File: src/rtl/gfx256_fragment_if.sv
// Signal bundle between clip stage, texture memory and blender around gfx256_fragment.
interface gfx256_fragment_if #(parameter int point_width = 16);
  logic                   texture_enable_i;
  logic [31:0]            tex_base_i;
  logic [point_width-1:0] tex_size_x_i;
  logic [point_width-1:0] tex_size_y_i;
  logic [point_width-1:0] pixel_x_i;
  logic [point_width-1:0] pixel_y_i;
  logic [point_width-1:0] pixel_z_i;
  logic [point_width-1:0] u_i;
  logic [point_width-1:0] v_i;
  logic [7:0]             a_i;
  logic [31:0]            color_i;
  logic                   write_i;
  logic                   ack_o;
  logic                   tex_request_o;
  logic [31:0]            tex_addr_o;
  logic                   tex_ack_i;
  logic [31:0]            tex_data_i;
  logic [point_width-1:0] pixel_x_o;
  logic [point_width-1:0] pixel_y_o;
  logic [point_width-1:0] pixel_z_o;
  logic [31:0]            color_o;
  logic [7:0]             a_o;
  logic                   write_o;
  logic                   ack_i;

  modport master (
    output texture_enable_i, tex_base_i, tex_size_x_i, tex_size_y_i,
           pixel_x_i, pixel_y_i, pixel_z_i, u_i, v_i, a_i, color_i, write_i,
           tex_ack_i, tex_data_i, ack_i,
    input  ack_o, tex_request_o, tex_addr_o,
           pixel_x_o, pixel_y_o, pixel_z_o, color_o, a_o, write_o
  );

  modport slave (
    input  texture_enable_i, tex_base_i, tex_size_x_i, tex_size_y_i,
           pixel_x_i, pixel_y_i, pixel_z_i, u_i, v_i, a_i, color_i, write_i,
           tex_ack_i, tex_data_i, ack_i,
    output ack_o, tex_request_o, tex_addr_o,
           pixel_x_o, pixel_y_o, pixel_z_o, color_o, a_o, write_o
  );
endinterface

File: src/rtl/gfx256_fragment.sv
// Fragment stage: flat colour pass-through or one clamped texel fetch per pixel; GFX_TEX_ALPHA_EN modulates alpha by texel alpha.
// Accept->write_o: 1 cycle flat, 3 + memory wait textured; clip ack_o is withheld until the blender acks.
module gfx256_fragment #(
  parameter int point_width = 16
) (
  input logic              clk_i,
  input logic              rst_ni,
  gfx256_fragment_if.slave bus
);

  typedef enum logic [2:0] {IDLE, ADDR, TREAD, WRITE, DONE} state_t;

  state_t                 state, state_nx;
  logic                   accept, tex_done, blend_done;
  logic [point_width-1:0] u_lat, v_lat, uc, vc;
  logic [point_width-1:0] pixel_x, pixel_y, pixel_z;
  logic [7:0]             a_lat, alpha, tex_alpha;
  logic [31:0]            color, tex_addr, texel_idx, addr_nx;
  logic                   write, ack, tex_request;

  always_ff @(posedge clk_i or negedge rst_ni) begin
    if (!rst_ni) state <= IDLE;
    else         state <= state_nx;
  end

  always_comb begin
    state_nx   = state;
    accept     = 1'b0;
    tex_done   = 1'b0;
    blend_done = 1'b0;
    case (state)
      IDLE: if (bus.write_i) begin
        accept   = 1'b1;
        state_nx = bus.texture_enable_i ? ADDR : WRITE;
      end
      ADDR:  state_nx = TREAD;
      TREAD: if (bus.tex_ack_i) begin
        tex_done = 1'b1;
        state_nx = WRITE;
      end
      WRITE: if (bus.ack_i) begin
        blend_done = 1'b1;
        state_nx   = DONE;
      end
      // write_i is still the old pixel here; the clip stage drops it next cycle
      DONE:    state_nx = IDLE;
      default: state_nx = IDLE;
    endcase
  end

  // Out-of-range texel coordinates clamp to the last row/column
  assign uc = (u_lat >= bus.tex_size_x_i) ? bus.tex_size_x_i - point_width'(1) : u_lat;
  assign vc = (v_lat >= bus.tex_size_y_i) ? bus.tex_size_y_i - point_width'(1) : v_lat;
  assign texel_idx = 32'(vc) * 32'(bus.tex_size_x_i) + 32'(uc);
  assign addr_nx   = bus.tex_base_i + (texel_idx << 2);

`ifdef GFX_TEX_ALPHA_EN
  assign tex_alpha = 8'((a_lat * bus.tex_data_i[31:24] + 16'd255) >> 8);
`else
  assign tex_alpha = a_lat;
`endif

  always_ff @(posedge clk_i or negedge rst_ni) begin
    if (!rst_ni) begin
      pixel_x     <= '0;
      pixel_y     <= '0;
      pixel_z     <= '0;
      u_lat       <= '0;
      v_lat       <= '0;
      a_lat       <= '0;
      alpha       <= '0;
      color       <= '0;
      tex_addr    <= '0;
      tex_request <= 1'b0;
      write       <= 1'b0;
      ack         <= 1'b0;
    end else begin
      ack <= blend_done;
      if (accept) begin
        pixel_x <= bus.pixel_x_i;
        pixel_y <= bus.pixel_y_i;
        pixel_z <= bus.pixel_z_i;
        u_lat   <= bus.u_i;
        v_lat   <= bus.v_i;
        a_lat   <= bus.a_i;
        alpha   <= bus.a_i;
        color   <= bus.color_i;
        write   <= !bus.texture_enable_i;
      end
      if (state == ADDR) begin
        tex_addr    <= addr_nx;
        tex_request <= 1'b1;
      end
      if (tex_done) begin
        color       <= bus.tex_data_i;
        alpha       <= tex_alpha;
        tex_request <= 1'b0;
        write       <= 1'b1;
      end
      if (blend_done) write <= 1'b0;
    end
  end

  assign bus.pixel_x_o     = pixel_x;
  assign bus.pixel_y_o     = pixel_y;
  assign bus.pixel_z_o     = pixel_z;
  assign bus.color_o       = color;
  assign bus.a_o           = alpha;
  assign bus.write_o       = write;
  assign bus.ack_o         = ack;
  assign bus.tex_request_o = tex_request;
  assign bus.tex_addr_o    = tex_addr;

endmodule
File: src/flat_wrapper.sv
// flat-port wrapper written by rule: the top's interface ports become plain ports
module gfx256_fragment_flat 
#(
  parameter int point_width = 16
)
  (clk_i, rst_ni, bus_texture_enable_i, bus_tex_base_i, bus_tex_size_x_i, bus_tex_size_y_i, bus_pixel_x_i, bus_pixel_y_i, bus_pixel_z_i, bus_u_i, bus_v_i, bus_a_i, bus_color_i, bus_write_i, bus_tex_ack_i, bus_tex_data_i, bus_ack_i, bus_ack_o, bus_tex_request_o, bus_tex_addr_o, bus_pixel_x_o, bus_pixel_y_o, bus_pixel_z_o, bus_color_o, bus_a_o, bus_write_o);
  gfx256_fragment_if #(.point_width(point_width)) bus_i ();
  input logic clk_i;
  input logic rst_ni;
  input wire logic [$bits(bus_i.texture_enable_i)-1:0] bus_texture_enable_i;
  input wire logic [$bits(bus_i.tex_base_i)-1:0] bus_tex_base_i;
  input wire logic [$bits(bus_i.tex_size_x_i)-1:0] bus_tex_size_x_i;
  input wire logic [$bits(bus_i.tex_size_y_i)-1:0] bus_tex_size_y_i;
  input wire logic [$bits(bus_i.pixel_x_i)-1:0] bus_pixel_x_i;
  input wire logic [$bits(bus_i.pixel_y_i)-1:0] bus_pixel_y_i;
  input wire logic [$bits(bus_i.pixel_z_i)-1:0] bus_pixel_z_i;
  input wire logic [$bits(bus_i.u_i)-1:0] bus_u_i;
  input wire logic [$bits(bus_i.v_i)-1:0] bus_v_i;
  input wire logic [$bits(bus_i.a_i)-1:0] bus_a_i;
  input wire logic [$bits(bus_i.color_i)-1:0] bus_color_i;
  input wire logic [$bits(bus_i.write_i)-1:0] bus_write_i;
  input wire logic [$bits(bus_i.tex_ack_i)-1:0] bus_tex_ack_i;
  input wire logic [$bits(bus_i.tex_data_i)-1:0] bus_tex_data_i;
  input wire logic [$bits(bus_i.ack_i)-1:0] bus_ack_i;
  output wire logic [$bits(bus_i.ack_o)-1:0] bus_ack_o;
  output wire logic [$bits(bus_i.tex_request_o)-1:0] bus_tex_request_o;
  output wire logic [$bits(bus_i.tex_addr_o)-1:0] bus_tex_addr_o;
  output wire logic [$bits(bus_i.pixel_x_o)-1:0] bus_pixel_x_o;
  output wire logic [$bits(bus_i.pixel_y_o)-1:0] bus_pixel_y_o;
  output wire logic [$bits(bus_i.pixel_z_o)-1:0] bus_pixel_z_o;
  output wire logic [$bits(bus_i.color_o)-1:0] bus_color_o;
  output wire logic [$bits(bus_i.a_o)-1:0] bus_a_o;
  output wire logic [$bits(bus_i.write_o)-1:0] bus_write_o;
  assign bus_i.texture_enable_i = bus_texture_enable_i;
  assign bus_i.tex_base_i = bus_tex_base_i;
  assign bus_i.tex_size_x_i = bus_tex_size_x_i;
  assign bus_i.tex_size_y_i = bus_tex_size_y_i;
  assign bus_i.pixel_x_i = bus_pixel_x_i;
  assign bus_i.pixel_y_i = bus_pixel_y_i;
  assign bus_i.pixel_z_i = bus_pixel_z_i;
  assign bus_i.u_i = bus_u_i;
  assign bus_i.v_i = bus_v_i;
  assign bus_i.a_i = bus_a_i;
  assign bus_i.color_i = bus_color_i;
  assign bus_i.write_i = bus_write_i;
  assign bus_i.tex_ack_i = bus_tex_ack_i;
  assign bus_i.tex_data_i = bus_tex_data_i;
  assign bus_i.ack_i = bus_ack_i;
  assign bus_ack_o = bus_i.ack_o;
  assign bus_tex_request_o = bus_i.tex_request_o;
  assign bus_tex_addr_o = bus_i.tex_addr_o;
  assign bus_pixel_x_o = bus_i.pixel_x_o;
  assign bus_pixel_y_o = bus_i.pixel_y_o;
  assign bus_pixel_z_o = bus_i.pixel_z_o;
  assign bus_color_o = bus_i.color_o;
  assign bus_a_o = bus_i.a_o;
  assign bus_write_o = bus_i.write_o;
  gfx256_fragment #(.point_width(point_width)) u_core (.clk_i(clk_i), .rst_ni(rst_ni), .bus(bus_i));
endmodule
File: config.mk
export PLATFORM = sky130hd
export DESIGN_NAME = gfx256_fragment_flat
export DESIGN_NICKNAME = d
export VERILOG_FILES = /design/src/rtl/gfx256_fragment_if.sv /design/src/rtl/gfx256_fragment.sv /design/src/flat_wrapper.sv
export SDC_FILE = /design/constraint.sdc
export NUM_CORES = 1
export LEC_CHECK = 0
export CAP_MARGIN = 30
export CORE_MARGIN = 2
export CORE_UTILIZATION = 40
export CTS_CLUSTER_SIZE = 25
export DETAILED_ROUTE_END_ITERATION = 10
export SLEW_MARGIN = 0
export SYNTH_ARGS = -nofsm -noshare
export SYNTH_HDL_FRONTEND = slang
export SYNTH_SLANG_ARGS = --single-unit
File: constraint.sdc
create_clock -name clk_i -period 13.9 [get_ports clk_i]
set_clock_uncertainty 0.2 [all_clocks]
set_input_delay 2.78 -clock clk_i [delete_from_list [all_inputs] [get_ports clk_i]]
set_output_delay 2.78 -clock clk_i [all_outputs]
set_load 0.02 [all_outputs]
==> flow_metrics.env, run 1 <==
export IMPL_avgSynthCellArea_um2=8.57
export IMPL_finalMaxSlewViolations=0
export IMPL_syn_inst=2085
export IMPL_grt_ovfl_total=0
export IMPL_hold_ws_ns=0.276
export IMPL_die_area_um2=46400
export IMPL_finalHoldViolations=0
export IMPL_clk_path_buf_depth=2
export IMPL_portBuffers=344
export IMPL_slew_headroom_pct=33.4
export IMPL_via_per_inst=5.03
export IMPL_postCtsResizedCells=0
export IMPL_final_cell_mix="465 x nand2_1, 343 x clkdlybuf4s50_1, 330 x inv_1"
export IMPL_rsz0062_at_grt="no"
export IMPL_grt_pass1_wl_um=87600
export IMPL_dr_pass1_iters=5
export IMPL_worstSetupPathDepth=41
export IMPL_syn_nets=2679
export IMPL_rows=77
export IMPL_worstSetupStartpoint="bus_tex_size_y_i[11]"
export IMPL_cpMaxStageDelayCell="fa_1"
export IMPL_diodes=0
export IMPL_core_area_um2=44100
export IMPL_crit_path_end_kind="flop"
export IMPL_root_buffer="clkbuf_16"
export IMPL_cts_hold_buf=0
export IMPL_reg2reg_to="u_core.bus.tex_addr_o[31]"
export IMPL_ys_ff_latch=166
export IMPL_slowest_delay_ns=0.55
export IMPL_path_clk_slew_ns=0.07
export IMPL_drive_gt1_share_pct=3.61
export IMPL_worst_pin_slew_ns=0.995
export IMPL_worst_path_buf_inv=8
export IMPL_clock_sink_count=166
export IMPL_yosys_warnings=0
export IMPL_crit_end="u_core.bus.tex_addr_o[31]"
export IMPL_start_util_pct=40.5
export IMPL_status="finished clean"
export IMPL_io_pin_count=345
export IMPL_antenna_found_initial=5
export IMPL_path_common_cell="fa_1"
export IMPL_crit_family="compound AO/OA/AOI/OAI gates"
export IMPL_layout_commonest_cell="nand2_1"
export IMPL_finalSetupViolCount=0
export IMPL_hold_class="reg2reg"
export IMPL_period_minus_slack_ns=12.68
export IMPL_ant_nets=0
export IMPL_cp_arrival_ns=12.80
export IMPL_cts_made_buffers=17
export IMPL_syn_area_um2=17900
export IMPL_grt_pass1_vias=15900
export IMPL_reg2reg_from="u_core.v_lat[10]"
export IMPL_synthFlopType="dfrtp_1"
export IMPL_gp_congestion=0.950
export IMPL_fin_crit_sh_pct=91.2
export IMPL_synthTopCellsByArea="fa_1 24%, dfrtp_1 23%, ha_1 11%"
export IMPL_regToRegSetupSlack_ns=3.64
export IMPL_wl_um=55200
export IMPL_cts_tree="yes"
export IMPL_drt_initial_drc_count=828
export IMPL_synth_yosys_seq_area_share_pct=23.3
export IMPL_cts_setup_buffers=0
export IMPL_synth_distinct_cells=57
export IMPL_critPathRequiredTime_ns=14.02
export IMPL_worstSetupStartpointType="input pin"
export IMPL_grt_usage_pct=24.5
export IMPL_maxCapViolations=0
export IMPL_wl_per_cell_um=18.4
export IMPL_clock_latency_ns=0.48
export IMPL_synthArstFlopShare_pct=100
export IMPL_final_nets=2991
export IMPL_synth_top_area_share_pct=23.5
export IMPL_rr_worst_depth=39
export IMPL_syn2layout_area_growth_pct=26.8
export IMPL_synth_edf_count=0
export IMPL_path_max_fanout=13
export IMPL_yosysTopAreaCell="fa_1"
export IMPL_max_freq_mhz=78.9
export IMPL_criticalPathCategory="in2reg"
export IMPL_grt_max_degree=99
export IMPL_dr_total_vias=15100
export IMPL_die_h_um=215
export IMPL_setup_tns_ns=0
export IMPL_cts_max_level=4
export IMPL_hpwl_um=44600
export IMPL_dieWidth_um=215
export IMPL_drc=0
## area by class of cell
| type | count | area, µm² |
|---|---|---|
| tap | 592 | 741 |
| timing repair buffer | 375 | 3710 |
| multi-input combinational | 1507 | 12200 |
| fill | 4319 | 21500 |
| sequential | 166 | 4150 |
| inverter | 330 | 1240 |
| clock inverter | 13 | 188 |
| clock buffer | 18 | 429 |
## per-stage QoR
stage	instance area [µm²]	setup slack [ns]	std cells	utilization, %
after floorplan	17900	2.11	2085	-
after global placement	22000	0.964	2967	49.8
after detailed placement	22000	0.757	2968	49.8
after CTS	22600	1.29	2999	51.2
after global routing	22600	0.670	3001	51.3
final	22600	1.22	3001	51.3
## how the worst min path moves through the flow
| stage | start | to | depth (start not counted) |
|---|---|---|---|
| 2_1_floorplan | u_core.a_lat[0] | u_core.a_lat[0] | 2 |
| 3_3_place_gp | u_core.bus.pixel_z_o[1] | u_core.bus.pixel_z_o[1] | 2 |
| 3_5_place_dp | u_core.bus.pixel_z_o[10] | u_core.bus.pixel_z_o[10] | 2 |
| 4_1_cts | u_core.bus.pixel_z_o[8] | u_core.bus.pixel_z_o[8] | 2 |
| 5_1_grt | u_core.bus.tex_addr_o[8] | u_core.bus.tex_addr_o[8] | 2 |
| 6_report | u_core.bus.tex_request_o | u_core.bus.tex_request_o | 2 |
## worst reg2reg max path: cells and delay by family (launching register included)
kind / cells / cell delay (ns)
AND/OR/NAND/NOR: 5 / 0.57
adder cells (fa/ha/maj): 9 / 3.87
flip-flops: 1 / 0.48
buffers and inverters: 6 / 0.66
AO/OA/AOI/OAI: 16 / 3.91
XOR/XNOR: 3 / 0.43
## kinds of logic (layout without fill, tap and decap cells)
logic type               Yosys count  after routing  synth area share (%)
AND/OR/NAND/NOR                  788            788                  18.7
buffers and inverters            412            736                  8.74
adder cells (fa/ha/maj)          372            372                  34.9
AO/OA/AOI/OAI                    236            236                  8.56
flip-flops                       166            166                  23.3
XOR/XNOR                          80             80                  3.97
multiplexers                      31             31                  1.85
## cells in the mapped netlist, types with 4 or more instances
cell,instances
nand2_1,466
inv_1,330
fa_1,210
dfrtp_1,166
ha_1,162
nor2_1,153
and2_1,81
clkbuf_1,67
o21ai_0,59
xnor2_1,59
a21oi_1,47
o22ai_1,33
a21o_1,28
nor3_1,22
xor2_1,20
mux2i_1,18
nand2b_1,16
nand3_1,14
mux2_2,12
o21a_1,12
buf_2,9
nor2b_1,9
a222oi_1,8
o21bai_1,8
and3_1,7
a211o_1,6
nand4_1,6
a211oi_1,5
buf_1,5
nor4_1,5
o21ai_1,5
a31oi_1,4
## state kept, by name, indices dropped and copies added (netlist names)
register	flops
u_core.bus.a_o	8
u_core.bus.write_o	1
u_core.bus.pixel_y_o	16
u_core.bus.pixel_z_o	16
u_core.bus.pixel_x_o	16
u_core.bus.color_o	32
u_core.bus.ack_o	1
u_core.a_lat	8
u_core.bus.tex_request_o	1
u_core.u_lat	16
u_core.state	3
u_core.v_lat	16
u_core.bus.tex_addr_o	32
## metal layers
layer / up-vias / global-route usage (%) / share of wire (%)
li1: 7108 / - / -
met1: 7442 / 28.8 / 39
met2: 430 / 42.3 / 51
met3: 99 / 7.08 / 7.1
met4: 4 / 9.29 / 3.2
met5: - / 0 / 0.042
Power of run 1 is left out: the tool's default activity adds up to more than one toggle a clock period on the data nets, which glitch-free logic cannot reach.
==> run 2, diff against run 1 <==
Settings changed: CORE_ASPECT_RATIO from default to 0.6.
==> run 2 against run 1 <==
Net effect:
- global-route usage decreased by 0.63 points
- utilization up 0.41 points
- wire length is 1.8% lower
- final area is 0.17% lower
- setup slack gained 0.32 ns
- die area up 0.12%
==> flow_metrics.env, run 2 (synthesis results as in run 1) <==
export IMPL_status="finished clean"
export IMPL_rsz0062_at_grt="no"
export IMPL_root_buffer="clkbuf_16"
export IMPL_finalHoldViolations=0
export IMPL_setup_tns_ns=0
export IMPL_die_area_um2=46400
export IMPL_die_h_um=168
export IMPL_grt_usage_pct=23.9
export IMPL_grt_pass1_wl_um=86700
export IMPL_slew_headroom_pct=30.5
export IMPL_hpwl_um=43700
export IMPL_grt_max_degree=84
export IMPL_slowest_delay_ns=0.56
export IMPL_dr_pass1_iters=5
export IMPL_finalSetupViolCount=0
export IMPL_worst_path_buf_inv=7
export IMPL_fin_crit_sh_pct=88.9
export IMPL_start_util_pct=40.9
export IMPL_dr_total_vias=15000
export IMPL_wl_per_cell_um=18.1
export IMPL_final_nets=2995
export IMPL_worstSetupStartpointType="input pin"
export IMPL_cp_arrival_ns=12.46
export IMPL_grt_ovfl_total=0
export IMPL_gp_congestion=0.902
export IMPL_path_max_fanout=15
export IMPL_cts_made_buffers=17
export IMPL_portBuffers=344
export IMPL_path_clk_slew_ns=0.07
export IMPL_fin_util_pct=51.7
export IMPL_clk_path_buf_depth=2
export IMPL_dieWidth_um=277
export IMPL_core_area_um2=43700
export IMPL_cts_hold_buf=0
export IMPL_final_cell_mix="465 x nand2_1, 343 x clkdlybuf4s50_1, 330 x inv_1"
export IMPL_critPathRequiredTime_ns=14.00
export IMPL_syn2layout_area_growth_pct=26.5
export IMPL_cts_tree="yes"
export IMPL_postCtsResizedCells=0
export IMPL_cts_max_level=4
export IMPL_drt_initial_drc_count=918
export IMPL_finalMaxSlewViolations=0
export IMPL_clock_latency_ns=0.47
export IMPL_max_freq_mhz=80.9
export IMPL_criticalPathCategory="in2reg"
export IMPL_drc=0
export IMPL_antenna_found_initial=0
export IMPL_period_minus_slack_ns=12.36
export IMPL_cpMaxStageDelayCell="clkdlybuf4s50_1"
export IMPL_rows=59
export IMPL_via_per_inst=5.00
export IMPL_layout_commonest_cell="nand2_1"
export IMPL_io_pin_count=345
export IMPL_grt_pass1_vias=15500
export IMPL_ant_nets=0
export IMPL_crit_family="adder cells"
export IMPL_crit_path_end_kind="flop"
export IMPL_wl_um=54300
export IMPL_hold_class="reg2reg"
export IMPL_clock_sink_count=166
export IMPL_maxCapViolations=0
export IMPL_path_common_cell="fa_1"
export IMPL_cts_setup_buffers=0
export IMPL_diodes=0
export IMPL_regToRegSetupSlack_ns=4.04
export IMPL_worst_pin_slew_ns=1.04
export IMPL_drive_gt1_share_pct=3.81
run 2: layout make-up:
type / count / area (µm²)
repair buffers: 379 / 3730
fillers: 4127 / 21100
clock buffers: 17 / 425
clock inverters: 14 / 158
well taps: 579 / 724
multi-input cells: 1507 / 12200
flip-flops and latches: 166 / 4150
inverters: 330 / 1240
run 2: worst reg2reg max path: cells and delay by family, from the launching register on:
| family | cells | cell delay, ns |
|---|---|---|
| flops | 1 | 0.44 |
| buf+inv | 5 | 0.77 |
| xor+xnor | 3 | 0.42 |
| compound gates | 15 | 3.10 |
| fa+ha+maj | 9 | 3.88 |
| simple gates | 6 | 0.92 |
run 2: worst paths after layout:
check                                            end  cells past startpoint                      from
setup / recovery           u_core.bus.tex_addr_o[31]                     40      bus_tex_size_y_i[11]
setup reg to reg           u_core.bus.tex_addr_o[31]                     38           u_core.v_lat[9]
hold reg to reg             u_core.bus.pixel_z_o[11]                      2  u_core.bus.pixel_z_o[11]
min in group asynchronous     u_core.bus.color_o[25]                      1                    rst_ni
hold / removal              u_core.bus.pixel_z_o[11]                      2  u_core.bus.pixel_z_o[11]
max in group asynchronous    u_core.bus.pixel_x_o[4]                      3                    rst_ni
run 2: per-stage QoR:
stage               area [µm²]  cells  hold slack, ns  worst slack (ns)
floorplan                17900   2085           0.246              2.11
global placement         22000   2960           0.257              1.19
detailed placement       22000   2961           0.261              1.09
CTS                      22600   2992           0.280              1.55
global route             22600   2992           0.294             0.893
finish                   22600   2992           0.273              1.54
run 2: per-layer routing:
| metal | up-vias | share of wire (%) | track usage, % |
|---|---|---|---|
| met4 | 0 | 2.3 | 6.26 |
| li1 | 7124 | - | - |
| met3 | 62 | 6.0 | 4.91 |
| met5 | - | 0 | 0 |
| met1 | 7354 | 46 | 33.6 |
| met2 | 411 | 45 | 37.7 |
Power of run 2 is left out for the same reason.
